===== config.mk =====
export PLATFORM = sky130hd
export DESIGN_NAME = uart_tx_engine
export DESIGN_NICKNAME = d
export VERILOG_FILES = /design/src/rtl/uart_tx_engine.sv
export SDC_FILE = /design/constraint.sdc
export NUM_CORES = 1
export LEC_CHECK = 0
export CAP_MARGIN = 0
export CORE_MARGIN = 10
export CORE_UTILIZATION = 40
export DETAILED_ROUTE_END_ITERATION = 7
export PLACE_DENSITY = 0.71
export SYNTH_ARGS = -nofsm -noshare
export SYNTH_HDL_FRONTEND = slang
export SYNTH_SLANG_ARGS = --single-unit

===== constraint.sdc =====
create_clock -name uart_clk -period 2.39 [get_ports uart_clk]
set_input_delay 0.5975 -clock uart_clk [delete_from_list [all_inputs] [get_ports uart_clk]]
set_output_delay 0.5975 -clock uart_clk [all_outputs]
set_load 0.02 [all_outputs]

===== src/rtl/uart_tx_engine.sv =====
// ============================================================================
// uart_tx_engine
// ----------------------------------------------------------------------------
// Purpose:
//   Transmit half of a UART. Characters are queued in a small synchronous
//   FIFO and serialised onto tx_serial as 8N1-style frames: one start bit (0),
//   DATA_WIDTH data bits sent LSB first, then STOP_BITS stop bits (1). Bit
//   timing comes from an external oversample strobe: every bit lasts exactly
//   OVERSAMPLE_RATE sample_tick pulses. Frames run back-to-back while the FIFO
//   holds data, with no idle gap between them.
//
// Parameters:
//   FIFO_DEPTH       TX FIFO entries (power of 2, at least 2)
//   DATA_WIDTH       bits per character
//   OVERSAMPLE_RATE  sample_ticks per bit
//   STOP_BITS        stop bits per frame (1 or 2)
//
// Ports:
//   uart_clk        in   clock
//   uart_rst_n      in   asynchronous, active-low reset
//   sample_tick     in   one-cycle oversample strobe
//   wr_data         in   character to queue            [DATA_WIDTH]
//   wr_en           in   push request
//   fifo_clear      in   synchronous FIFO flush (also clears overflow_error)
//   break_req       in   line break request (only with UART_TX_BREAK_EN)
//   tx_serial       out  serial line, idle high, driven from a flop
//   wr_full         out  FIFO full
//   tx_empty        out  FIFO empty
//   tx_level        out  FIFO occupancy                [$clog2(FIFO_DEPTH)+1]
//   tx_active       out  frame (or break) in progress
//   overflow_error  out  sticky: a push was dropped because the FIFO was full
//
// Optional feature:
//   Define UART_TX_BREAK_EN to add the break_req input and a BREAK state that
//   holds the line low. A break request is honoured only from IDLE or at the
//   end of a frame, so it never cuts a character short, and it wins over
//   starting the next queued character.
// ============================================================================

module uart_tx_engine #(
    parameter int FIFO_DEPTH      = 8,
    parameter int DATA_WIDTH      = 8,
    parameter int OVERSAMPLE_RATE = 16,
    parameter int STOP_BITS       = 1
) (
    input  logic                            uart_clk,
    input  logic                            uart_rst_n,
    input  logic                            sample_tick,
    input  logic [DATA_WIDTH-1:0]           wr_data,
    input  logic                            wr_en,
    input  logic                            fifo_clear,
`ifdef UART_TX_BREAK_EN
    input  logic                            break_req,
`endif
    output logic                            tx_serial,
    output logic                            wr_full,
    output logic                            tx_empty,
    output logic [$clog2(FIFO_DEPTH):0]     tx_level,
    output logic                            tx_active,
    output logic                            overflow_error
);

    // ------------------------------------------------------------------------
    // Derived widths and constants
    // ------------------------------------------------------------------------
    localparam int PTR_W    = $clog2(FIFO_DEPTH);
    localparam int LVL_W    = PTR_W + 1;
    localparam int TICK_W   = (OVERSAMPLE_RATE > 1) ? $clog2(OVERSAMPLE_RATE) : 1;
    // One bit counter serves both the data bits and the stop bits, so it is
    // sized for whichever of the two runs longer.
    localparam int BITS_MAX = (DATA_WIDTH > STOP_BITS) ? DATA_WIDTH : STOP_BITS;
    localparam int BIT_W    = (BITS_MAX > 1) ? $clog2(BITS_MAX) : 1;

    localparam logic [TICK_W-1:0] TICK_LAST = TICK_W'(OVERSAMPLE_RATE - 1);
    localparam logic [BIT_W-1:0]  DATA_LAST = BIT_W'(DATA_WIDTH - 1);
    localparam logic [BIT_W-1:0]  STOP_LAST = BIT_W'(STOP_BITS - 1);
    localparam logic [LVL_W-1:0]  LVL_FULL  = LVL_W'(FIFO_DEPTH);

    typedef enum logic [2:0] {
        IDLE,
        START,
        DATA,
        STOP
`ifdef UART_TX_BREAK_EN
        ,
        BREAK
`endif
    } state_t;

    // ------------------------------------------------------------------------
    // State
    // ------------------------------------------------------------------------
    state_t                 state_q,    state_d;
    logic [TICK_W-1:0]      tickCnt_q,  tickCnt_d;
    logic [BIT_W-1:0]       bitCnt_q,   bitCnt_d;
    logic [DATA_WIDTH-1:0]  shift_q,    shift_d;
    logic                   txSerial_q, txSerial_d;

    logic [PTR_W-1:0]       wrPtr_q,    wrPtr_d;
    logic [PTR_W-1:0]       rdPtr_q,    rdPtr_d;
    logic [LVL_W-1:0]       level_q,    level_d;
    logic                   overflow_q, overflow_d;

    logic [DATA_WIDTH-1:0]  fifoMem_q [FIFO_DEPTH];

    logic                   pushAccept;
    logic                   popFifo;
    logic                   bitDone;
    logic                   fifoEmpty;
    logic                   fifoFull;
    logic [DATA_WIDTH-1:0]  headData;

    // ------------------------------------------------------------------------
    // FIFO status
    // ------------------------------------------------------------------------
    // Full and empty come straight from the registered occupancy, so a push
    // and a pop in the same cycle are judged against the level at the start
    // of that cycle: a push into a full FIFO is dropped even if the engine
    // frees a slot in the very same cycle.
    assign fifoFull  = (level_q == LVL_FULL);
    assign fifoEmpty = (level_q == '0);
    assign headData  = fifoMem_q[rdPtr_q];

    // A push during a flush is simply discarded; it is not an overflow.
    assign pushAccept = wr_en && !fifoFull && !fifo_clear;

    // ------------------------------------------------------------------------
    // FIFO storage. No reset: contents are only meaningful between the
    // pointers, and those are reset.
    // ------------------------------------------------------------------------
    always_ff @(posedge uart_clk) begin
        if (pushAccept) begin
            fifoMem_q[wrPtr_q] <= wr_data;
        end
    end

    // ------------------------------------------------------------------------
    // FIFO pointer, occupancy and overflow next-state logic.
    // A flush wins over everything, but a pop in the flush cycle has already
    // copied the head entry into the shift register, so that character is
    // still sent in full.
    // ------------------------------------------------------------------------
    always_comb begin
        wrPtr_d    = wrPtr_q;
        rdPtr_d    = rdPtr_q;
        level_d    = level_q;
        overflow_d = overflow_q;

        if (fifo_clear) begin
            wrPtr_d    = '0;
            rdPtr_d    = '0;
            level_d    = '0;
            overflow_d = 1'b0;
        end else begin
            if (pushAccept) begin
                wrPtr_d = wrPtr_q + PTR_W'(1);
            end
            if (popFifo) begin
                rdPtr_d = rdPtr_q + PTR_W'(1);
            end
            level_d = level_q + LVL_W'(pushAccept) - LVL_W'(popFifo);
            if (wr_en && fifoFull) begin
                overflow_d = 1'b1;
            end
        end
    end

    always_ff @(posedge uart_clk or negedge uart_rst_n) begin
        if (!uart_rst_n) begin
            wrPtr_q    <= '0;
            rdPtr_q    <= '0;
            level_q    <= '0;
            overflow_q <= 1'b0;
        end else begin
            wrPtr_q    <= wrPtr_d;
            rdPtr_q    <= rdPtr_d;
            level_q    <= level_d;
            overflow_q <= overflow_d;
        end
    end

    // ------------------------------------------------------------------------
    // Transmit FSM next-state logic.
    // The tick counter only moves on sample_tick, and a bit ends on the tick
    // that finds it at OVERSAMPLE_RATE-1. Loading a character always clears
    // both counters so the start bit gets its full length.
    // ------------------------------------------------------------------------
    assign bitDone = sample_tick && (tickCnt_q == TICK_LAST);

    always_comb begin
        state_d   = state_q;
        tickCnt_d = tickCnt_q;
        bitCnt_d  = bitCnt_q;
        shift_d   = shift_q;
        popFifo   = 1'b0;

        case (state_q)
            IDLE: begin
                tickCnt_d = '0;
                bitCnt_d  = '0;
`ifdef UART_TX_BREAK_EN
                if (break_req) begin
                    state_d = BREAK;
                end else
`endif
                if (!fifoEmpty) begin
                    popFifo = 1'b1;
                    shift_d = headData;
                    state_d = START;
                end
            end

            START: begin
                if (sample_tick) begin
                    tickCnt_d = bitDone ? '0 : tickCnt_q + TICK_W'(1);
                end
                if (bitDone) begin
                    bitCnt_d = '0;
                    state_d  = DATA;
                end
            end

            // The line always shows shift_q[0], so shifting at each bit
            // boundary presents the next data bit, LSB first.
            DATA: begin
                if (sample_tick) begin
                    tickCnt_d = bitDone ? '0 : tickCnt_q + TICK_W'(1);
                end
                if (bitDone) begin
                    shift_d = shift_q >> 1;
                    if (bitCnt_q == DATA_LAST) begin
                        bitCnt_d = '0;
                        state_d  = STOP;
                    end else begin
                        bitCnt_d = bitCnt_q + BIT_W'(1);
                    end
                end
            end

            // At the end of the last stop bit the next character is loaded
            // directly, so consecutive frames abut with no idle cycle.
            STOP: begin
                if (sample_tick) begin
                    tickCnt_d = bitDone ? '0 : tickCnt_q + TICK_W'(1);
                end
                if (bitDone) begin
                    if (bitCnt_q == STOP_LAST) begin
                        tickCnt_d = '0;
                        bitCnt_d  = '0;
`ifdef UART_TX_BREAK_EN
                        if (break_req) begin
                            state_d = BREAK;
                        end else
`endif
                        if (!fifoEmpty) begin
                            popFifo = 1'b1;
                            shift_d = headData;
                            state_d = START;
                        end else begin
                            state_d = IDLE;
                        end
                    end else begin
                        bitCnt_d = bitCnt_q + BIT_W'(1);
                    end
                end
            end

`ifdef UART_TX_BREAK_EN
            // Hold the line low without touching the FIFO; queued characters
            // wait until the break is released and the FSM is back in IDLE.
            BREAK: begin
                tickCnt_d = '0;
                bitCnt_d  = '0;
                if (!break_req) begin
                    state_d = IDLE;
                end
            end
`endif

            default: begin
                state_d   = IDLE;
                tickCnt_d = '0;
                bitCnt_d  = '0;
            end
        endcase
    end

    // ------------------------------------------------------------------------
    // Line level for the next cycle, decoded from the next state so the
    // output flop changes exactly when the state does and tx_serial never
    // passes through combinational logic.
    // ------------------------------------------------------------------------
    always_comb begin
        txSerial_d = 1'b1;
        case (state_d)
            START:   txSerial_d = 1'b0;
            DATA:    txSerial_d = shift_d[0];
`ifdef UART_TX_BREAK_EN
            BREAK:   txSerial_d = 1'b0;
`endif
            default: txSerial_d = 1'b1;
        endcase
    end

    // ------------------------------------------------------------------------
    // FSM and datapath registers. Reset forces the line high immediately,
    // even in the middle of a frame.
    // ------------------------------------------------------------------------
    always_ff @(posedge uart_clk or negedge uart_rst_n) begin
        if (!uart_rst_n) begin
            state_q    <= IDLE;
            tickCnt_q  <= '0;
            bitCnt_q   <= '0;
            shift_q    <= '0;
            txSerial_q <= 1'b1;
        end else begin
            state_q    <= state_d;
            tickCnt_q  <= tickCnt_d;
            bitCnt_q   <= bitCnt_d;
            shift_q    <= shift_d;
            txSerial_q <= txSerial_d;
        end
    end

    // ------------------------------------------------------------------------
    // Outputs
    // ------------------------------------------------------------------------
    assign tx_serial      = txSerial_q;
    assign wr_full        = fifoFull;
    assign tx_empty       = fifoEmpty;
    assign tx_level       = level_q;
    assign tx_active      = (state_q != IDLE);
    assign overflow_error = overflow_q;

endmodule


After elaboration in Yosys (flattened, before gate mapping)

Memories as Yosys holds them, arrays and structs flattened.
Cells that the tools add are included.

Register bits: 30
Output and inout port bits: 9
Bits in writable memories: 64
Word-level logic and storage cells: 84
Memories: 1
Input bits: 13

Memory list:

| name      | depth | bits a word | rd ports | clocked after memory_dff | write ports | line | source |
|---|---|---|---|---|---|---|---|
| fifoMem_q | 8     | 8           | 1        | 0                        | 1           | 104  | `logic [DATA_WIDTH-1:0] fifoMem_q [FIFO_DEPTH];` |

$add $sub $neg: 6
Reductions and logical operators: 17
Multiplexer cells: 38
Eq/ne operators: 12

Operator list:

| kind                | count |
|---|---|
| $mux 3              | 15 |
| $mux 8              | 4 |
| $pmux 8 s3          | 1 |
| $mux 4              | 5 |
| $pmux 3 s4          | 1 |
| $add 3x1->3 const B | 3 |
| $eq 3x2->1 const B  | 3 |
| $pmux 3 s3          | 1 |
| $eq 4x4->1 const B  | 2 |
| $mux 1              | 8 |
| $ne 2x2->1 const B  | 4 |
| $pmux 4 s2          | 1 |
| $eq 3x1->1 const B  | 2 |
| $logic_not 3->1     | 2 |
| $reduce_bool 2->1   | 3 |
| $reduce_bool 3->1   | 2 |
| $add 4x1->4         | 1 |
| $add 4x1->4 const B | 1 |
| $logic_and 1x1->1   | 4 |
| $logic_not 4->1     | 1 |
| $pmux 1 s2          | 2 |
| $reduce_and 4->1    | 1 |
| $sub 4x1->4         | 1 |
| $eq 3x3->1 const B  | 1 |
| other kinds (3)     | 4 |

Logic depth before layout (Yosys ltp)

Gate-level depths: netlist of the first run.

Depth after elaboration: 7
Gate-level depth with buffers: 14
Depth with buffers taken out: 14

Worst setup path after synthesis of the first run

No wires, ideal clock.

Path kind: register -> register
Start point: reg level_q[2], in the netlist tx_level[2]
End point: reg level_q[2], in the netlist tx_level[2]
Library setup time: 0.132 ns
Path buffers: 0
Period minus slack after synthesis: 2.624 ns
Required time: 2.258 ns
Data arrival time: 2.492 ns
Path slack: -0.234 ns
Stages on the path, launching flop included: 14
Cells stage by stage: dfrtp_1 -> inv_1 -> ha_1 -> or3b_4 -> clkinv_2 -> nor2_1 -> nand2_1 -> inv_1 -> ha_1 -> inv_1 -> ha_1 -> fa_1 -> xnor2_1 -> nor2_1

Cells in the longest elaborated chain, start to end: 7
Elaborated cells on any way between the ends: 12
Classes of those cells: add/sub: 2; eq/ne: 1; mux: 5; reduce/logical: 4

RTL lines:

| element                  | line     | source |
|---|---|---|
| start: declaration       | 101      | `logic [LVL_W-1:0] level_q, level_d;` |
| start signal: assignment | 177      | `level_q <= level_d;` |
| $logic_not 4->1 (*)      | 121      | `assign fifoEmpty = (level_q == '0);` |
| named net tx_empty       | 57       | `output logic tx_empty,` |
| $mux 1 (*)               | 206, 255 |  |
| $mux 1                   | 247      | `if (bitCnt_q == STOP_LAST) begin` |
| $mux 1                   | 246      | `if (bitDone) begin` |
| $pmux 1 s2 (*)           | 197      | `case (state_q)` |
| $sub 4x1->4 (*)          | 161      | `level_d = level_q + LVL_W'(pushAccept) - LVL_W'(popFifo);` |
| $mux 4 (*)               | 149      | `if (fifo_clear) begin` |
| named net level_d[2]     | 101      |  |

The timed path passes the listed nets; every way through them passes the cells marked *.
A chain may end at the register's enable or synchronous reset.

Worst setup path after layout of the first run

Start point: reg level_q[2], in the netlist tx_level[2]
End point: reg level_q[1], in the netlist tx_level[1]

Cells in the longest elaborated chain, start to end: 7
Elaborated cells on any way between the ends: 12
Classes of those cells: add/sub: 2; eq/ne: 1; mux: 5; reduce/logical: 4

RTL lines:

| element                                       | line |
|---|---|
| $eq 4x4->1 or $logic_not 4->1 (tied branches) | 120, 121 |
| $logic_not 1->1 or $mux 1 (tied branches)     | 125, 206, 255 |
| $logic_and 1x1->1 or $mux 1 (tied branches)   | 125, 247 |
| $logic_and 1x1->1 or $mux 1 (tied branches)   | 125, 246 |
| $add 4x1->4 or $pmux 1 s2 (tied branches)     | 161, 197 |
| $sub 4x1->4 (*)                               | 161 |
| $mux 4 (*)                                    | 149 |
| named net level_d[1]                          | 101 |

Marked as above.

==> out/results.ini, run 1 <==
[global_route]
grt.met1_usage_pct=13.8
grt.met2_usage_pct=19.6
grt_max_degree=31
grt_busiest_layer=met2
overflow=0
grt_pass1_vias=2707
antenna_found_initial=0
track_usage_pct=11.5
grt_pass1_wl_um=13600
met3_usage_pct=3.05

[sta]
clock_skew_ns=0.0106
slew_viol_final=0
tns_ns=0
setup_ws_ns=0.00892
hold_slack_ns=0.509
setup_violations=0
hold_viol=0
max_freq_mhz=420
rsz0062_at_grt=yes
period_needed_ns=2.38
min_period_over_period_pct=99.6

[min_path]
worst_hold_path.num_cells=2
min_from=overflow_error
hold_class=flop to flop
min_to=overflow_error

[clock_network]
cts_hold_buf=0
cts.sinks=94
cts_htree_levels=3
cts_buffers=9
root_buffer=clkbuf_8
clockBufferDepth=2
clk_latency_ns=0.36
path_clk_slew_ns=0.09
cts_tree=done

[critical_path]
ff2ff_path_depth=12
rr_startpoint=tx_level[2]
worst_setup_path_start_kind=flop
endpoint_kind=flop
cp.arrival_ns=2.69
r2r_setup_slack_ns=0.009
crit_type=flop to flop
required_ns=2.70
critical_path.max_fanout=3
reg2reg_to=tx_level[1]

[flow_run]
cap_violations=0

[floorplan]
row_count=37
io_pins=22
die_w_um=123
initial_core_util_pct=41.3
core-area_sq_um=10400
die-area_sq_um=15200
die_h_um=123

[place]
dp.cells=487
placed_area_sq_um=4890
numPortBuffers=21
dp_slack_ns=-0.383
dp_hpwl_um=5610
place.gp.congestion=0.815

[logic_synthesis]
ys_ff_latch=94
synth_cell_types=54
synth_area_leader_cell=edfxtp_1
syn_avg_cell_area_sq_um=14.2
yosys_most_used_dff=edfxtp_1
synth_area_sq_um=4280
ys_async_sr_fraction_pct=31.9
synth.area.top_cells=edfxtp_1 45%, dfrtp_1 17%, mux2i_1 5.1%
yosysWarnings=0
ys_seq_area_share_pct=62.5
yosysTopAreaCellShare_pct=44.9
synth_enable_flop_cells=64
syn_inst=302
synth_nets=328

[route]
route.detailed.drc=0
first_iter_violations=200
antenna_left=0
wl_per_cell_um=16.0
viasPerCell=5.12
routed_wl_um=8120
dr.pass1.iters=4
vias=2602

[pwr]
powerDensity_nw_per_um2=900
peakVddDrop_mv=0.448
cellLeakagePower_nw=1.92

[finish]
final_cell_area_sq_um=5170
area_growth_pct=20.9
drive_gt1_share_pct=27.2
final_cells=508
n_antenna_cell=0
register_area_sq_um=2680
multi_input_area_sq_um=1530
fin_nets=393
fillCellCount=904

[outcome]
status=finished, final reports clean

## Yosys cell counts (2+ instances only)
cell / number
a31oi_1: 2
mux2i_1: 22
dfrtp_1: 29
buf_12: 2
nor2_1: 34
o21ai_0: 2
nor3_1: 4
ha_1: 12
nand2b_1: 5
nand3_1: 6
mux4_1: 2
nand4_1: 2
mux2_2: 2
inv_1: 11
nor2b_1: 3
buf_4: 2
a22oi_1: 5
o22ai_1: 2
nand2_1: 16
xor2_1: 6
o211ai_1: 2
buf_2: 5
a21oi_1: 20
a211o_1: 2
or3_1: 3
xnor2_1: 3
edfxtp_1: 64
mux4_2: 8
## area by class of cell
| cell class | count | area share [%] |
|---|---|---|
| Clock inverter | 7 | 1.21 |
| Tap cell | 136 | 3.29 |
| Multi-Input combinational cell | 184 | 29.6 |
| Sequential cell | 94 | 51.8 |
| Timing Repair Buffer | 66 | 10.7 |
| Clock buffer | 9 | 2.40 |
| Inverter | 12 | 1.02 |
## repair_timing
item                                    CTS  global route
pin swaps                                 4             6
endpoints found under the setup margin    4             5
resized for setup                        11            12
buffers inserted                          1             4
## metal layers
layer / vias up / share of wire (%)
met2: 53 / 51
met4: 0 / 1.7
met3: 13 / 4.2
li1: 1249 / -
met5: - / 0
met1: 1287 / 43
## flip-flops by register name, indices dropped and copies added, names as in the netlist
register	count
bitCnt_q	3
fifoMem_q	64
overflow_error	1
wrPtr_q	3
tx_level	4
shift_q	8
state_q	3
rdPtr_q	3
tickCnt_q	4
tx_serial	1
## how the worst max path moves through the flow
stage,slack [ns],from,cells past startpoint,end
after CTS,-0.04,tx_level[2],5,tx_empty
after detailed placement,-0.38,sample_tick,10,tx_level[1]
after global placement,-0.32,sample_tick,10,tx_level[1]
after global routing,-0.06,tx_level[2],12,tx_level[1]
after floorplan,-0.07,tx_level[2],12,tx_level[1]
final,0.009,tx_level[2],12,tx_level[1]
## stage by stage
step / total power, mW / util, %
2_1_floorplan: 3.12 / -
3_3_place_gp: 3.55 / 47.2
3_5_place_dp: 3.60 / 47.2
4_1_cts: 4.63 / 49.3
5_1_grt: 4.96 / 49.9
6_report: 4.65 / 49.9
## cells by family (layout without fill, tap and decap cells)
logic type / count (synthesis) / in the layout / synth area share, %
fa+ha+maj: 13 / 13 / 3.98
simple gates: 83 / 83 / 9.68
buf+inv: 24 / 94 / 3.63
compound gates: 44 / 44 / 7.17
xor+xnor: 9 / 9 / 1.84
other cells: 1 / 1 / 0.0877
flops: 94 / 94 / 62.5
mux: 34 / 34 / 11.1
## cell usage in the layout, fill, tap and decap left out, types with 3 or more instances in the layout
| cell type | count |
|---|---|
| inv_2 | 4 |
| nand2b_1 | 5 |
| mux4_2 | 8 |
| xnor2_1 | 3 |
| inv_6 | 3 |
| edfxtp_1 | 64 |
| inv_1 | 6 |
| ha_4 | 3 |
| buf_4 | 44 |
| nand2_1 | 14 |
| a21oi_1 | 19 |
| a22oi_1 | 5 |
| ha_1 | 8 |
| mux2i_1 | 22 |
| nor3_1 | 4 |
| clkdlybuf4s50_1 | 18 |
| dfrtp_1 | 27 |
| clkbuf_8 | 9 |
| nand3_1 | 6 |
| nor2_1 | 32 |
| or3_1 | 3 |
| xor2_1 | 6 |
## worst max-delay path, cell delays in order (launching register included)
cell	delay, ns
dfrtp_2	0.43
inv_4	0.07
ha_4	0.11
or3b_4	0.40
clkinv_4	0.08
nor2_4	0.04
nand2_2	0.07
inv_2	0.05
ha_4	0.25
inv_2	0.04
ha_4	0.15
fa_2	0.52
nor2b_4	0.12
## report_power, final
part	leakage, nW	internal [mW]	switching, mW
combinational	0.855	0.809	0.808
sequential	0.964	1.92	0.121
clock	0.0984	0.404	0.594
Power figures use the tool's default switching activity.
==> run 2, diff against run 1 <==
Settings changed: CORE_MARGIN 10 to default.
==> run 2 against run 1 <==
  * Sequential share of layout area did not move
  * Cell count fell by 0.79%
  * Setup slack improved by 0.0019 ns
  * Flip-flop and latch count did not move
  * Fmax barely moved
  * Core utilization rose by 0.22 points
  * First-iteration DRC count fell by 60%
  * Non-clock buffer count fell by 4
  * Clock power rose by 7%
  * Highest routed layer unchanged
==> out/results.ini, run 2 (synthesis results as in run 1) <==
[finish]
drive_gt1_share_pct=26.9
area_growth_pct=20.9
largest-register=fifoMem_q
fin_nets=389
n_antenna_cell=0
layout_common_cells=64 x edfxtp_1, 40 x buf_4, 32 x nor2_1
largest_reg_flops=64
final_common_cell=edfxtp_1
reg.largest.list=fifoMem_q x64, shift_q x8

[clock_network]
cts_buffers=9
cts.sinks=94
cts_hold_buf=0
path_clk_slew_ns=0.09
clockBufferDepth=2
cts_tree=done
cts_htree_levels=3
root_buffer=clkbuf_8
clk_latency_ns=0.35

[critical_path]
crit_type=flop to flop
worstPathCellList=inv_2, ha_4, or3b_4, clkinv_4, nor2_4, nand2_2, inv_2, ha_4, inv_2, ha_4, fa_2, nor2b_4
cp.depth=12
crit_buf_inv=4
critPathMaxStageDelay_ns=0.51
rr_startpoint=tx_level[3]
reg2reg_to=tx_level[1]
endpoint=tx_level[1]
required_ns=2.68
endpoint_kind=flop
r2r_setup_slack_ns=0.01
worst_setup_path_start_kind=flop
critical_path.max_fanout=3
cp.arrival_ns=2.67
ff2ff_path_depth=12
cp_slowest_cell=fa_2
cp-startpoint=tx_level[3]
path_delay_family=adder cells

[pwr]
sw_frac_of_total_pct=31.4
combPwrFrac_pct=33.9
total_power_mw=4.72
powerDensity_nw_per_um2=913
power_frac_clock_pct=22.8
p_int_mw=3.24
switchingPower_mw=1.48
peakVddDrop_mv=0.341
seqPwrFrac_pct=43.4
cellLeakagePower_nw=1.91

[global_route]
grt_pass1_vias=2543
track_usage_pct=14.9
grt_pass1_wl_um=12500
overflow=0
grt.met1_usage_pct=18.5
grt_busiest_layer=met2
antenna_found_initial=0
grt_max_degree=31
grt.met2_usage_pct=25.5
met3_usage_pct=3.22

[floorplan]
initial_core_util_pct=41.4
die-area_sq_um=11100
die_w_um=105
row_count=37
io_pins=22
die_h_um=105
core-area_sq_um=10300

[route]
antenna_left=0
first_iter_violations=80
viasPerCell=5.07
vias=2557
dr.pass1.iters=4
wl_per_cell_um=15.1
route.detailed.drc=0
routed_wl_um=7630

[place]
dp_hpwl_um=5250
place.gp.congestion=0.796
dp_slack_ns=-0.365
numPortBuffers=21

[sta]
slew_viol_final=0
min_period_over_period_pct=99.5
hold_slack_ns=0.508
hold_viol=0
setup_ws_ns=0.0109
clock_skew_ns=0.0127
max_freq_mhz=420
rsz0062_at_grt=yes
setup_violations=0
period_needed_ns=2.38

[flow_run]
cap_violations=0

[min_path]
hold_class=flop to flop

[outcome]
status=finished, final reports clean

-- run 2: worst reg2reg max path, stage by stage (launching register included) --
cell	delay, ns
dfrtp_2	0.43
inv_2	0.07
ha_4	0.12
or3b_4	0.40
clkinv_4	0.08
nor2_4	0.04
nand2_2	0.07
inv_2	0.04
ha_4	0.26
inv_2	0.04
ha_4	0.15
fa_2	0.51
nor2b_4	0.12
-- run 2: worst min path at each step --
stage                         startpoint              to  slack (ns)  cells after the start
after global placement        shift_q[7]      shift_q[7]        0.47                      2
after floorplan               uart_rst_n     bitCnt_q[0]        0.30                      0
after global routing      overflow_error  overflow_error        0.54                      2
final                     overflow_error  overflow_error        0.51                      2
after CTS                     shift_q[0]      shift_q[0]        0.51                      2
after detailed placement      shift_q[0]      shift_q[0]        0.49                      2
-- run 2: per-layer routing --
metal | vias to the layer above | routed length [um]
met5 | - | 0
met4 | 0 | 128
met3 | 11 | 222
met2 | 34 | 3920
met1 | 1271 | 3360
li1 | 1241 | -
-- run 2: cell type report --
| class | instances | area, sq um |
|---|---|---|
| fill | 860 | 5150 |
| sequential | 94 | 2680 |
| multi-input combinational | 184 | 1540 |
| timing repair buffer | 62 | 524 |
| tap | 136 | 170 |
| clock buffer | 10 | 128 |
| clock inverter | 6 | 76.3 |
| inverter | 12 | 52.6 |
-- run 2: stage by stage --
stage	std cells	TNS (ns)	util, %	area, sq um
floorplan	302	-0.0672	-	4310
finish	504	0	50.1	5170
global placement	485	-0.867	47.2	4870
detailed placement	485	-1.15	47.2	4870
CTS	504	-0.0194	49.8	5140
global route	504	-0.109	50.1	5170
-- run 2: timing repair --
action / 4_1_cts / 5_1_grt
setup endpoints to repair: 4 / 14
resized for setup: 13 / 13
setup buffers: 3 / 0
pin swaps: 5 / 5
-- run 2: power groups by stage --
stage / combinational (mW) / sequential [mW] / clock, mW
floorplan: 1.04 / 2.08 / 0
global placement: 1.47 / 2.07 / 0
detailed placement: 1.50 / 2.07 / 0
CTS: 1.56 / 2.04 / 1.10
global route: 1.76 / 2.07 / 1.15
finish: 1.60 / 2.05 / 1.07
==> run 3, diff against run 2 <==
Settings changed: CORE_MARGIN from default to 10, CTS_CLUSTER_DIAMETER from default to 150, SKIP_LAST_GASP from default to 1.
==> results of run 3 <==
Same layout as run 1: the final DEF is identical, and so are final timing and power.
